`src/rtl/dcache_port_arb_pkg.sv`:
```
// +--------------------------------------------------------------------------+
// | dcache_port_arb_pkg: shared source IDs and request-field widths.        |
// | Revision: 1.0                                                            |
// +--------------------------------------------------------------------------+
`default_nettype none

package dcache_port_arb_pkg;

    localparam int ADDR_W = 32;
    localparam int DATA_W = 32;
    localparam int TAG_W  = 11;
    localparam int STRB_W = 4;

    localparam logic DCACHE_ARB_M0 = 1'b0;
    localparam logic DCACHE_ARB_M1 = 1'b1;

    function automatic logic req_valid(
        input logic              rd,
        input logic [STRB_W-1:0] wr,
        input logic              flush,
        input logic              invalidate,
        input logic              writeback
    );
        return rd | (|wr) | flush | invalidate | writeback;
    endfunction

endpackage

`default_nettype wire

```
`src/rtl/dcache_arb_src_fifo.sv`:
```
// +--------------------------------------------------------------------------+
// | dcache_arb_src_fifo: DEPTH x 1-bit in-order source-ID queue.             |
// | Revision: 1.0                                                            |
// +--------------------------------------------------------------------------+
`default_nettype none

module dcache_arb_src_fifo #(
    parameter int DEPTH   = 4,
    parameter int DEPTH_W = 2
) (
    input  logic             clk_i,
    input  logic             rst_i,
    input  logic             push_i,
    input  logic             push_data_i,
    input  logic             pop_i,
    output logic [DEPTH_W:0] count_o,
    output logic             head_o
);

    logic [DEPTH-1:0]   mem_q;
    logic [DEPTH_W-1:0] wr_ptr_q;
    logic [DEPTH_W-1:0] rd_ptr_q;
    logic [DEPTH_W:0]   count_q;

    // Pointers are exactly DEPTH_W bits, so wrap-around is the natural overflow.
    always_ff @(posedge clk_i or posedge rst_i) begin
        if (rst_i) begin
            mem_q    <= '0;
            wr_ptr_q <= '0;
            rd_ptr_q <= '0;
            count_q  <= '0;
        end else begin
            if (push_i) begin
                mem_q[wr_ptr_q] <= push_data_i;
                wr_ptr_q        <= wr_ptr_q + 1'b1;
            end
            if (pop_i) begin
                rd_ptr_q <= rd_ptr_q + 1'b1;
            end
            if (push_i && !pop_i) begin
                count_q <= count_q + 1'b1;
            end else if (pop_i && !push_i) begin
                count_q <= count_q - 1'b1;
            end
        end
    end

    assign count_o = count_q;
    assign head_o  = mem_q[rd_ptr_q];

endmodule

`default_nettype wire

```
`src/rtl/dcache_port_arb.sv`:
```
// +--------------------------------------------------------------------------+
// | dcache_port_arb: two-master arbiter for the data-cache request port.     |
// | Optional round-robin priority via macro DCACHE_ARB_RR_EN. Revision: 1.0  |
// +--------------------------------------------------------------------------+
`default_nettype none

module dcache_port_arb
    import dcache_port_arb_pkg::*;
#(
    parameter int DEPTH   = 4,
    parameter int DEPTH_W = 2
) (
    input  logic        clk_i,
    input  logic        rst_i,
    input  logic [31:0] m0_addr_i,
    input  logic [31:0] m0_data_wr_i,
    input  logic        m0_rd_i,
    input  logic [3:0]  m0_wr_i,
    input  logic        m0_cacheable_i,
    input  logic [10:0] m0_req_tag_i,
    input  logic        m0_invalidate_i,
    input  logic        m0_writeback_i,
    input  logic        m0_flush_i,
    output logic        m0_accept_o,
    output logic        m0_ack_o,
    output logic        m0_error_o,
    output logic [31:0] m0_data_rd_o,
    output logic [10:0] m0_resp_tag_o,
    input  logic [31:0] m1_addr_i,
    input  logic [31:0] m1_data_wr_i,
    input  logic        m1_rd_i,
    input  logic [3:0]  m1_wr_i,
    input  logic        m1_cacheable_i,
    input  logic [10:0] m1_req_tag_i,
    input  logic        m1_invalidate_i,
    input  logic        m1_writeback_i,
    input  logic        m1_flush_i,
    output logic        m1_accept_o,
    output logic        m1_ack_o,
    output logic        m1_error_o,
    output logic [31:0] m1_data_rd_o,
    output logic [10:0] m1_resp_tag_o,
    output logic [31:0] mem_addr_o,
    output logic [31:0] mem_data_wr_o,
    output logic        mem_rd_o,
    output logic [3:0]  mem_wr_o,
    output logic        mem_cacheable_o,
    output logic [10:0] mem_req_tag_o,
    output logic        mem_invalidate_o,
    output logic        mem_writeback_o,
    output logic        mem_flush_o,
    input  logic        mem_accept_i,
    input  logic        mem_ack_i,
    input  logic        mem_error_i,
    input  logic [31:0] mem_data_rd_i,
    input  logic [10:0] mem_resp_tag_i,
    output logic        busy_o,
    output logic        unexp_ack_o
);

    localparam logic [DEPTH_W:0] FULL_CNT = (DEPTH_W + 1)'(DEPTH);

    logic             req0_w;
    logic             req1_w;
    logic             pref_w;
    logic             gnt_w;
    logic             gnt_req_w;
    logic             stall_w;
    logic             accept_w;
    logic             pop_w;
    logic             head_w;
    logic [DEPTH_W:0] count_w;
    logic             lock_q;
    logic             gnt_q;
    logic             unexp_q;

    assign req0_w = req_valid(m0_rd_i, m0_wr_i, m0_flush_i, m0_invalidate_i, m0_writeback_i);
    assign req1_w = req_valid(m1_rd_i, m1_wr_i, m1_flush_i, m1_invalidate_i, m1_writeback_i);

`ifdef DCACHE_ARB_RR_EN
    logic rr_q;

    always_ff @(posedge clk_i or posedge rst_i) begin
        if (rst_i) begin
            rr_q <= DCACHE_ARB_M0;
        end else if (accept_w && (gnt_w == rr_q)) begin
            rr_q <= ~rr_q;
        end
    end

    assign pref_w = rr_q;
`else
    assign pref_w = DCACHE_ARB_M0;
`endif

    always_comb begin
        gnt_w = DCACHE_ARB_M0;
        if (lock_q) begin
            gnt_w = gnt_q;
        end else if (req0_w && !req1_w) begin
            gnt_w = DCACHE_ARB_M0;
        end else if (req1_w && !req0_w) begin
            gnt_w = DCACHE_ARB_M1;
        end else if (req0_w && req1_w) begin
            gnt_w = pref_w;
        end
    end

    // A same-cycle ack frees a slot, so a full queue only stalls without one.
    assign stall_w   = (count_w == FULL_CNT) && !mem_ack_i;
    assign gnt_req_w = gnt_w ? req1_w : req0_w;
    assign accept_w  = gnt_req_w && mem_accept_i && !stall_w;
    assign pop_w     = mem_ack_i && (count_w != '0);

    assign m0_accept_o = accept_w && (gnt_w == DCACHE_ARB_M0);
    assign m1_accept_o = accept_w && (gnt_w == DCACHE_ARB_M1);

    assign mem_addr_o       = gnt_w ? m1_addr_i      : m0_addr_i;
    assign mem_data_wr_o    = gnt_w ? m1_data_wr_i   : m0_data_wr_i;
    assign mem_cacheable_o  = gnt_w ? m1_cacheable_i : m0_cacheable_i;
    assign mem_req_tag_o    = gnt_w ? m1_req_tag_i   : m0_req_tag_i;
    assign mem_rd_o         = !stall_w && (gnt_w ? m1_rd_i         : m0_rd_i);
    assign mem_wr_o         = stall_w ? 4'h0 : (gnt_w ? m1_wr_i : m0_wr_i);
    assign mem_invalidate_o = !stall_w && (gnt_w ? m1_invalidate_i : m0_invalidate_i);
    assign mem_writeback_o  = !stall_w && (gnt_w ? m1_writeback_i  : m0_writeback_i);
    assign mem_flush_o      = !stall_w && (gnt_w ? m1_flush_i      : m0_flush_i);

    always_ff @(posedge clk_i or posedge rst_i) begin
        if (rst_i) begin
            lock_q  <= 1'b0;
            gnt_q   <= DCACHE_ARB_M0;
            unexp_q <= 1'b0;
        end else begin
            if (lock_q) begin
                if (accept_w || !gnt_req_w) begin
                    lock_q <= 1'b0;
                end
            end else if (gnt_req_w && !stall_w && !mem_accept_i) begin
                lock_q <= 1'b1;
                gnt_q  <= gnt_w;
            end
            if (mem_ack_i && (count_w == '0)) begin
                unexp_q <= 1'b1;
            end
        end
    end

    dcache_arb_src_fifo #(
        .DEPTH   (DEPTH),
        .DEPTH_W (DEPTH_W)
    ) u_src_fifo (
        .clk_i       (clk_i),
        .rst_i       (rst_i),
        .push_i      (accept_w),
        .push_data_i (gnt_w),
        .pop_i       (pop_w),
        .count_o     (count_w),
        .head_o      (head_w)
    );

    assign m0_ack_o      = pop_w && (head_w == DCACHE_ARB_M0);
    assign m1_ack_o      = pop_w && (head_w == DCACHE_ARB_M1);
    assign m0_error_o    = mem_error_i;
    assign m1_error_o    = mem_error_i;
    assign m0_data_rd_o  = mem_data_rd_i;
    assign m1_data_rd_o  = mem_data_rd_i;
    assign m0_resp_tag_o = mem_resp_tag_i;
    assign m1_resp_tag_o = mem_resp_tag_i;
    assign busy_o        = (count_w != '0);
    assign unexp_ack_o   = unexp_q;

endmodule

`default_nettype wire

```
`config.mk`:
```
export PLATFORM = sky130hd
export DESIGN_NAME = dcache_port_arb
export DESIGN_NICKNAME = d
export VERILOG_FILES = /design/src/rtl/dcache_port_arb_pkg.sv /design/src/rtl/dcache_arb_src_fifo.sv /design/src/rtl/dcache_port_arb.sv
export SDC_FILE = /design/constraint.sdc
export NUM_CORES = 1
export LEC_CHECK = 0
export BUFFER_PORTS_ARGS = -buffer_cell sky130_fd_sc_hd__buf_4
export CAP_MARGIN = 20
export CORE_AREA = 2 2 153 155
export DETAILED_ROUTE_END_ITERATION = 10
export DIE_AREA = 0 0 155 157
export PLACE_DENSITY = 0.44
export SETUP_SLACK_MARGIN = 0.05
export SKIP_CTS_REPAIR_TIMING = 1
export SLEW_MARGIN = 20
export SYNTH_ARGS = -nofsm -noshare
export SYNTH_HDL_FRONTEND = slang
export SYNTH_SLANG_ARGS = --single-unit
```
`constraint.sdc`:
```
create_clock -name clk_i -period 3 [get_ports clk_i]
set_input_delay 0.15 -clock clk_i [delete_from_list [all_inputs] [get_ports clk_i]]
set_output_delay 0.15 -clock clk_i [all_outputs]
set_load 0.01 [all_outputs]
```
==> flow_summary.json <==
{
  "status": "finished, violations left",
  "violations": "hold timing",
  "synth_top_family_by_area": "multiplexers",
  "p_comb_share_pct": 71.2,
  "worst_pin_slew_ps": 622,
  "clk_path_buf_depth": 2,
  "start_kind": "flip-flop",
  "synthAdderAreaFrac_pct": 3.18,
  "synth_cell_types": 36,
  "worstReg2RegStart": "u_src_fifo.count_o[0]",
  "ys_ff_latch": 14,
  "avgSynthCellArea_um2": 9.12,
  "nets": 681,
  "design.core.area_um2": 22500,
  "grt_pass1_vias": 2803,
  "p_per_area_nw_per_um2": 485,
  "drcViolationCount": 0,
  "yosys.area_share.simple_pct": 9.43,
  "ff2ff_setup_slack_ps": 420,
  "io_pins": 394,
  "gp_congestion": 0.755,
  "fin_area_um2": 4340,
  "max_freq_mhz": 374,
  "synth-main-ff-cell": "dfrtp_1",
  "cap_violations": 0,
  "place_area_um2": 4270,
  "power.leakage_uw": 0.00207,
  "ys_seq_area_share_pct": 13.5,
  "synthArstFlopShare_pct": 100,
  "grt_max_degree": 43,
  "required_ps": 2850,
  "endpoint": "mem_cacheable_o",
  "synth_common_cells": "95 x buf_4, 76 x mux2_1, 14 x dfrtp_1, 13 x nand3_1, 10 x a21oi_1",
  "crit_type": "reg -> out",
  "clkPwrFrac_pct": 11.6,
  "root_buffer": "clkbuf_16",
  "place_ws_ps": 444,
  "layout_setup_ws_ps": 326,
  "cts_buffers": 3,
  "cts_tree": "built",
  "yosys-mux-area-fraction_pct": 34.6,
  "drt-pass1-iter-count": 4,
  "synth_most_common_cell": "buf_4",
  "cts_sinks": 14,
  "finalMaxSlewViolations": 0,
  "ys_warn_count": 0,
  "synth.top_cell.area_share_pct": 32.9,
  "tns_ps": 0,
  "use_met3_pct": 4.02,
  "area_growth_pct": 67.0,
  "clk_pin_slew_ps": 40,
  "die_h_um": 157,
  "finalSetupViolCount": 0,
  "startpoint": "lock_q",
  "grt-busiest-layer": "met2",
  "post-route-min-period_ps": 2670,
  "syn_inst": 285,
  "power_frac_seq_pct": 17.2,
  "relSlewSlack_pct": 58.4,
  "antenna_left": 0,
  "totalPowerFinal_uw": 2100,
  "met1_usage_pct": 9.29,
  "finalHoldViolations": 14,
  "htreeDepth": 1,
  "fill_cells": 2560,
  "grt_antenna_before_repair": 0,
  "fin_worst_skew_ps": 1.09,
  "drive_gt1_share_pct": 61.7,
  "row_count": 55,
  "overflow": 0,
  "fin_cells": 742,
  "yosys.area_share.xor_xnor_pct": 2.02,
  "grt_pass1_wl_um": 16600,
  "swShare_pct": 39.4,
  "peakVddDrop_mv": 0.174,
  "synth-compound-area-share_pct": 7.75,
  "totalWireLength_um": 11700,
  "synth_edf_count": 0,
  "insertion_delay_ps": 240,
  "synth_area_leader_cell": "mux2_1",
  "met2_usage_pct": 16.5,
  "grt.total_usage_pct": 8.82,
  "drt_iter0_drc": 85,
  "dp.cells": 739,
  "viasPerCell": 3.62,
  "hold_ws_ps": -33.7,
  "r2r_end": "u_src_fifo.count_o[1]",
  "worstSetupEndpointType": "primary output",
  "hpwl_um": 10300,
  "netlist_area_um2": 2600,
  "r2r_cells": 8,
  "portBuffers": 261,
  "internal-power_uw": 1280,
  "fp.dieW_um": 155,
  "syn-num-nets": 507,
  "fin_crit_sh_pct": 89.1,
  "routedWlPerCell_um": 15.8,
  "dieArea_um2": 24300,
  "yosys-top-cells-area": "mux2_1 33%, buf_4 27%, dfrtp_1 13%, nand3_1 2.5%, ha_1 2.4%",
  "critical_path_arrival_ps": 2520,
  "diodes": 0,
  "p_switching_uw": 829,
  "critPathMaxFanout": 19,
  "rsz0062_at_grt": "no",
  "num_vias": 2686,
  "min_path_type": "in -> async",
  "start_util_pct": 11.6
}
layer usage:
layer  wire [um]  share of wire, %
met5           0                 0
met4         132               1.1
met3        1450                12
met2        6060                52
met1        4070                35
placed cells by master (no fill, tap or decap), types with 4 or more instances in the layout:
cell | Yosys | layout
buf_4 | 95 | 270
mux2_1 | 76 | 76
dfrtp_1 | 14 | 14
nand3_1 | 13 | 13
a21oi_1 | 10 | 10
o21ai_0 | 8 | 8
inv_1 | 7 | 7
nand2_1 | 5 | 5
ha_1 | 5 | 5
nor4_1 | 4 | 4
o41ai_1 | 4 | 4
o31ai_1 | 4 | 4
xnor2_1 | 4 | 4
nor2_1 | 4 | 4
worst max-delay path: stages, from the launching register on:
cell and delay [ps]:
dfrtp_1 470, and2_1 210, buf_4 170, nor2_4 500, buf_4 390, mux2_1 380, buf_4 150
final cells by class:
cell class	instances	area (um2)	share of cell area [%]
inverters	7	26.3	0.605
well taps	285	357	8.21
flip-flops and latches	14	350	8.07
clock buffers	3	75.1	1.73
repair buffers	271	2050	47.1
multi-input cells	162	1490	34.3
state kept, by name, indices dropped and copies added, names as in the netlist:
signal,count
lock_q,1
gnt_q,1
u_src_fifo.mem_q,4
u_src_fifo.rd_ptr_q,2
u_src_fifo.wr_ptr_q,2
unexp_ack_o,1
u_src_fifo.count_o,3
power by group through the flow:
stage               Clock (uW)  Sequential, uW  Combinational, uW
floorplan                    0             337                920
global placement             0             363               1540
detailed placement           0             366               1530
CTS                        254             364               1540
global route               261             382               1640
finish                     243             363               1500
worst min path at each step:
stage	from	cells after the start	slack, ps	to
final	rst_i	2	-30	gnt_q
after floorplan	rst_i	1	40	gnt_q
after CTS	rst_i	2	-10	gnt_q
after detailed placement	rst_i	2	240	gnt_q
after global placement	rst_i	2	260	gnt_q
after global routing	rst_i	2	9	gnt_q
per-stage QoR:
stage                     hold slack (ps)  util, %
final                               -33.7     19.3
after global placement                256     19.0
after floorplan                      39.2        -
after CTS                           -12.6     19.3
after global routing                 8.56     19.3
after detailed placement              244     19.0
kinds of logic after synthesis:
logic type / Yosys count
xor gates and xnor gates: 6
buffers and inverters: 109
adders and majority gates: 6
muxes: 79
DFF: 14
and+or+nand+nor: 42
AOI/OAI and AO/OA: 29
No activity file was read; power rests on OpenSTA's default activity.
